### src/rtl/pwm_timer.sv
// Double-buffered PWM timer: edge-aligned by default, center-aligned counting
// when PWM_TIMER_CENTER_EN is defined. Shadow period/compare move to active only at wrap.
module pwm_timer #(
  parameter int WIDTH = 8
) (
  input  logic             clk,
  input  logic             rst,
  input  logic             en,
  input  logic             mode,
  input  logic             wr_period,
  input  logic [WIDTH-1:0] period_in,
  input  logic             wr_cmp,
  input  logic [WIDTH-1:0] cmp_in,
  output logic [WIDTH-1:0] cnt,
  output logic             pwm,
  output logic             ovf,
  output logic             cmp_match,
  output logic             pending
);

  localparam logic [WIDTH-1:0] ONE = WIDTH'(1);

`ifdef PWM_TIMER_CENTER_EN
  typedef enum logic {DIR_UP = 1'b0, DIR_DN = 1'b1} dir_e;
  dir_e dir_q, dir_d;
  logic mode_q, mode_d;
`else
  logic unused_mode;
  assign unused_mode = mode;
`endif

  logic [WIDTH-1:0] cnt_q, cnt_d;
  logic [WIDTH-1:0] period_q, period_d;
  logic [WIDTH-1:0] cmp_q, cmp_d;
  logic [WIDTH-1:0] period_s_q, period_s_d;
  logic [WIDTH-1:0] cmp_s_q, cmp_s_d;
  logic             pend_q, pend_d;
  logic             pwm_q, pwm_d;
  logic             ovf_q, ovf_d;
  logic             match_q, match_d;
  logic             upd;

  always_comb begin
    cnt_d      = cnt_q;
    period_d   = period_q;
    cmp_d      = cmp_q;
    period_s_d = period_s_q;
    cmp_s_d    = cmp_s_q;
    pend_d     = pend_q;
    upd        = 1'b0;
`ifdef PWM_TIMER_CENTER_EN
    dir_d      = dir_q;
    mode_d     = mode_q;
`endif

    if (en) begin
`ifdef PWM_TIMER_CENTER_EN
      if (mode_q) begin
        if (period_q == '0) begin
          upd   = 1'b1;
          cnt_d = '0;
          dir_d = DIR_UP;
        end else if (dir_q == DIR_DN) begin
          cnt_d = cnt_q - ONE;
          if (cnt_q == ONE) begin
            upd   = 1'b1;
            dir_d = DIR_UP;
          end
        end else begin
          // Turn around on arrival at the top so the top value is shown once.
          cnt_d = cnt_q + ONE;
          if (cnt_d == period_q) dir_d = DIR_DN;
        end
      end else
`endif
      begin
        if (cnt_q == period_q) begin
          upd   = 1'b1;
          cnt_d = '0;
`ifdef PWM_TIMER_CENTER_EN
          dir_d = DIR_UP;
`endif
        end else begin
          cnt_d = cnt_q + ONE;
        end
      end
    end

    if (upd) begin
      period_d = period_s_q;
      cmp_d    = cmp_s_q;
      pend_d   = 1'b0;
`ifdef PWM_TIMER_CENTER_EN
      mode_d   = mode;
`endif
    end

    // A write on the update clock lands after the transfer, so pending stays set.
    if (wr_period) begin
      period_s_d = period_in;
      pend_d     = 1'b1;
    end
    if (wr_cmp) begin
      cmp_s_d = cmp_in;
      pend_d  = 1'b1;
    end

    pwm_d   = (cnt_d < cmp_d);
    ovf_d   = upd;
    // A counter that is re-loaded with the same value (period 0) is not a new match.
    match_d = en && (cnt_d == cmp_d) && (cnt_d != cnt_q);
  end

  always_ff @(posedge clk) begin
    if (rst) begin
      cnt_q      <= '0;
      period_q   <= '0;
      cmp_q      <= '0;
      period_s_q <= '0;
      cmp_s_q    <= '0;
      pend_q     <= 1'b0;
      pwm_q      <= 1'b0;
      ovf_q      <= 1'b0;
      match_q    <= 1'b0;
`ifdef PWM_TIMER_CENTER_EN
      dir_q      <= DIR_UP;
      mode_q     <= 1'b0;
`endif
    end else begin
      cnt_q      <= cnt_d;
      period_q   <= period_d;
      cmp_q      <= cmp_d;
      period_s_q <= period_s_d;
      cmp_s_q    <= cmp_s_d;
      pend_q     <= pend_d;
      pwm_q      <= pwm_d;
      ovf_q      <= ovf_d;
      match_q    <= match_d;
`ifdef PWM_TIMER_CENTER_EN
      dir_q      <= dir_d;
      mode_q     <= mode_d;
`endif
    end
  end

  assign cnt       = cnt_q;
  assign pwm       = pwm_q;
  assign ovf       = ovf_q;
  assign cmp_match = match_q;
  assign pending   = pend_q;

endmodule

### config.mk
export PLATFORM = sky130hd
export DESIGN_NAME = pwm_timer
export DESIGN_NICKNAME = d
export VERILOG_FILES = /design/src/rtl/pwm_timer.sv
export SDC_FILE = /design/constraint.sdc
export NUM_CORES = 1
export LEC_CHECK = 0
export CAP_MARGIN = 20
export CORE_MARGIN = 3
export CORE_UTILIZATION = 50
export DETAILED_ROUTE_END_ITERATION = 7
export PLACE_DENSITY = 0.82
export SLEW_MARGIN = 5
export SYNTH_ARGS = -nofsm -noshare
export SYNTH_HDL_FRONTEND = slang
export SYNTH_SLANG_ARGS = --single-unit
export TNS_END_PERCENT = 10
### constraint.sdc
create_clock -name clk -period 7 [get_ports clk]
set_input_delay 1.05 -clock clk [delete_from_list [all_inputs] [get_ports clk]]
set_output_delay 1.05 -clock clk [all_outputs]
set_load 0.05 [all_outputs]
---- After elaboration in Yosys (flattened, before gate mapping) ----
Cells that the tools add are included.
word-level totals
  input bits .............................. 22
  flip-flop bits (word level) ............. 44
  word-level logic and storage cells ...... 25
  output and inout port bits .............. 12
cells by class
  multiplexer cells ....................... 8
  $lt $le $gt $ge ......................... 1
  reduce and logical (&&, ||, !) cells .... 3
  equality and inequality tests ........... 3
  add/subtract/negate cells ............... 1
operators by type and width
  cell                                                           count
  8-bit 2-to-1 mux                                               3
  8-bit == test                                                  2
  8-bit by 1-bit adder with 8-bit output, second input constant  1
  8-bit < comparator                                             1
  8-bit inequality test                                          1
  1-bit 2-to-1 mux                                               5
  3-bit nonzero test                                             1
  1-bit logical AND                                              2

---- Logic depth before layout (Yosys ltp) ----
  depth after elaboration ................. 7
  mapped depth ............................ 11
  depth with buffers taken out ............ 9

---- Worst setup path after synthesis ----
No wires, ideal clock.
  kind .................................... reg2reg
  from .................................... register cnt_q[3] (netlist: cnt[3])
  to ...................................... register pwm_q (netlist: pwm)
  stages on the path, launching flop included .. 12
  slack ................................... 4.225 ns
  required time ........................... 6.926 ns
  arrival ................................. 2.701 ns
  path buffers ............................ 2
  path through ............................ dfxtp_1 > buf_2 > xnor2_2 > nand4_4 > nor3_4 > buf_6 > mux2i_1 > ha_1 > a21oi_1 > o221a_2 > o21bai_1 > a31oi_1
on the way
  word-level cells in the longest chain between the ends .. 5
ends and longest elaborated chain
  item                                                                            RTL line  text
  from (decl)                                                                     32        logic [WIDTH-1:0] cnt_q, cnt_d;
  from (signal assigned)                                                          130       cnt_q <= cnt_d;
  branches (longest 4 deep; another with 8-bit by 1-bit adder with 8-bit output)  n/a
  8-bit < comparator (*)                                                          108       pwm_d = (cnt_d < cmp_d);
  to (signal assigned)                                                            136       pwm_q <= pwm_d;
  to (decl)                                                                       38        logic pwm_q, pwm_d;
Every way passes the cells marked *.
A chain may end at the register's enable or synchronous reset.

---- Final worst setup path ----
  from .................................... input en
  to ...................................... register pwm_q (netlist: pwm)
on the way
  word-level cells in the longest chain between the ends .. 3
ends and longest elaborated chain
  item                    RTL line  text
  from (decl)             8         input logic en,
  1-bit 2-to-1 mux        56        if (en) begin
  8-bit 2-to-1 mux        89        if (upd) begin
  8-bit < comparator (*)  108
Mark *: on every way between the ends. The rest lies on a longest branch, timed or not.

==> results.toml <==
[drt]
wl_um = 3983
drt_iter0_markers = 115
firstDrtPassIters = 4
ant_nets = 0
routedWlPerCell_um = 13.10
dr_total_vias = 1625
drc = 0
viasPerCell = 5.345

[global_route]
grt_pass1_wl_um = 6699
grt_start_max_net_pins = 61
overflow = 0
grt.total_usage = 0.1645
grt_pass1_vias = 1428
antenna_found_initial = 0

[worst_hold_path]
hold_path_class = "flip-flop to flip-flop"

[finish]
drive_gt1_frac = 0.05906
fin_nets = 284
diodes = 0
stdcell_count = 304
syn_to_final_growth_pct = 20.76

[run]
cap_violations = 0

[place]
pre_cts_ws_ns = 3.302
io_buffers = 32
place_inst = 296
hpwl_um = 2767
place.gp.congestion = 0.9333

[clock_network]
cts_tree = "yes"
clock_path_buffers = 2
ctsResizeCount = 0
cts-root-buf = "clkbuf_8"
clk_pin_slew_ns = 0.08
cts_buffers = 5
htree_levels = 2
clock_sinks = 44
clock_latency_ns = 0.30
post_cts_buffers = 0
cts-hold-fix-buffers = 0

[die]
fp-row-count = 23
ios = 34
fp.coreArea_um2 = 4086
die_area_um2 = 5179
start_util = 0.5325
die_h_um = 71.97
die_w_um = 71.97

[sta]
fin_crit_ns = 3.406
finalCritPeriodShare = 0.4866
relSlewSlack = 0.6233
rsz0062_at_grt = "false"
fmax_mhz = 293.6
hold_slack_ns = 0.4763
setup_ws_ns = 3.594
hold_viol = 0
worst_pin_slew_ns = 0.5633
setup_viol = 0
fin_setup_tns_ns = 0
slew_viol_final = 0
fin_skew_ns = 0.009639

[power]
p_per_area_nw_per_um2 = 241.7
intPower_uw = 444.7
ir_worst_vdd_v = 0.0002091
clkPwrFrac = 0.313
power_frac_comb = 0.248
seq_power_share = 0.439
p_sw_uw = 190.3
power.leakage_nw = 1.020
swShare = 0.2997

[synth]
synthCells = 224
ys_types = 33
ys_ff_latch = 44
syn_area_per_cell_um2 = 9.714
synth_area_um2 = 2176
synth-seq-area-share = 0.4048
yosys_warnings = 0
synth_nets = 255

[critical_path]
crit_type = "input port to flip-flop"
critPathLaunchType = "input port"
rrSetupSlack_ns = 4.08
endpoint_kind = "flip-flop"
cp_data_arrival_time_ns = 3.63
path_max_fanout = 34
cp.required_ns = 7.23

[outcome]
outcome = "finished, final reports clean"
-- stage by stage --
stage	total power, mW	area [um^2]	utilization
after detailed placement	0.4421	2511	0.6145
after CTS	0.6388	2628	0.6430
after global placement	0.4387	2511	0.6145
after global routing	0.6662	2628	0.6430
after floorplan	0.4047	2176	-
final	0.6351	2628	0.6430
-- placed cells by master, fill, tap and decap left out, types with 4 or more instances in the layout --
cell,n
ha_1,9
clkdlybuf4s50_1,32
nand2b_1,32
nand4_1,4
clkbuf_8,5
xnor2_1,10
nor3_1,8
nand3_1,4
nand2_1,5
nor2_1,25
dfxtp_1,44
mux2i_1,39
a21oi_1,4
inv_1,4
-- path summary, 6_finish.rpt --
path         cells after the start        to  startpoint
min                              2  cmp_q[0]    cmp_q[0]
min reg2reg                      2  cmp_q[0]    cmp_q[0]
max reg2reg                     10       pwm      cnt[0]
max                             10       pwm          en
-- worst max-delay path: stages --
cell,delay [ns]
clkdlybuf4s50_1,0.63
inv_2,0.15
nor3_4,0.19
buf_4,0.46
mux2i_1,0.34
ha_1,0.27
nand3_1,0.09
o221a_2,0.20
o21bai_1,0.06
a31oi_1,0.17
-- cells in the mapped netlist --
cell type  count  area, um^2
and2_1         1       6.260
nand2_1        5       18.77
buf_6          2       22.52
nand4_4        1       21.27
o31ai_1        1       7.510
nor2_1        25       93.84
o211ai_1       2       15.01
a31oi_1        2       12.51
o21ai_0        2       10.01
or4_1          1       7.510
a211o_1        1       8.760
nand4_1        4       25.02
o21bai_1       1       7.510
buf_2          2       10.01
xor2_1         2       17.52
xnor2_1       10       87.58
mux2_1         1       11.26
o221a_2        1       11.26
nor3_1         8       40.04
nand2b_1      32       200.2
nand3_1        4       20.02
clkbuf_1       8       30.03
nor3_4         1       16.27
o2111ai_1      1       8.760
nand4b_1       1       8.760
xnor2_2        1       16.27
dfxtp_1       44       880.8
inv_2          1       3.750
inv_1          4       15.01
a21oi_1        4       20.02
ha_1           9       112.6
mux2i_1       39       390.4
nor4_1         3       18.77
-- kinds of logic (layout without fill, tap and decap cells) --
logic type               after synthesis  count (layout)  share of synthesized area
AND/OR/NAND/NOR                       86              86                     0.2191
flip-flops                            44              44                     0.4048
multiplexers                          40              40                     0.1846
buffers and inverters                 17              47                    0.03737
AO/OA/AOI/OAI                         15              15                    0.04658
XOR/XNOR                              13              13                    0.05578
adder cells (fa/ha/maj)                9               9                    0.05175
-- final cells by class --
cell class	instances	area, um^2
fill	336	1459
multi-input combinational	163	1214
sequential	44	880.8
timing repair buffer	34	335.3
clock buffer	5	68.82
tap	50	62.56
clock inverter	3	47.55
inverter	5	18.77
-- per-layer routing --
layer  part of all wire  wire, um  vias to the layer above  track usage
met5                  0         0                        -            0
met3              0.044       174                        6      0.04709
met1               0.49      1942                      750       0.2256
met2               0.45      1812                       37       0.2459
met4              0.014        54                        0      0.06263
li1                   -         -                      832            -
-- power by group through the flow --
stage / Combinational (mW) / Sequential, mW / Clock, mW
final: 0.158 / 0.278 / 0.199
after global placement: 0.155 / 0.284 / 0
after global routing: 0.171 / 0.281 / 0.215
after detailed placement: 0.158 / 0.284 / 0
after floorplan: 0.103 / 0.301 / 0
after CTS: 0.158 / 0.278 / 0.202
-- sequential cells by signal (all words and copies together), names as in the netlist, named ones only --
name        flops
pending         1
period_q        8
cmp_match       1
ovf             1
period_s_q      8
cmp_q           8
pwm             1
cmp_s_q         8
cnt             7
Note: power is estimated with default switching activity, not from simulation.
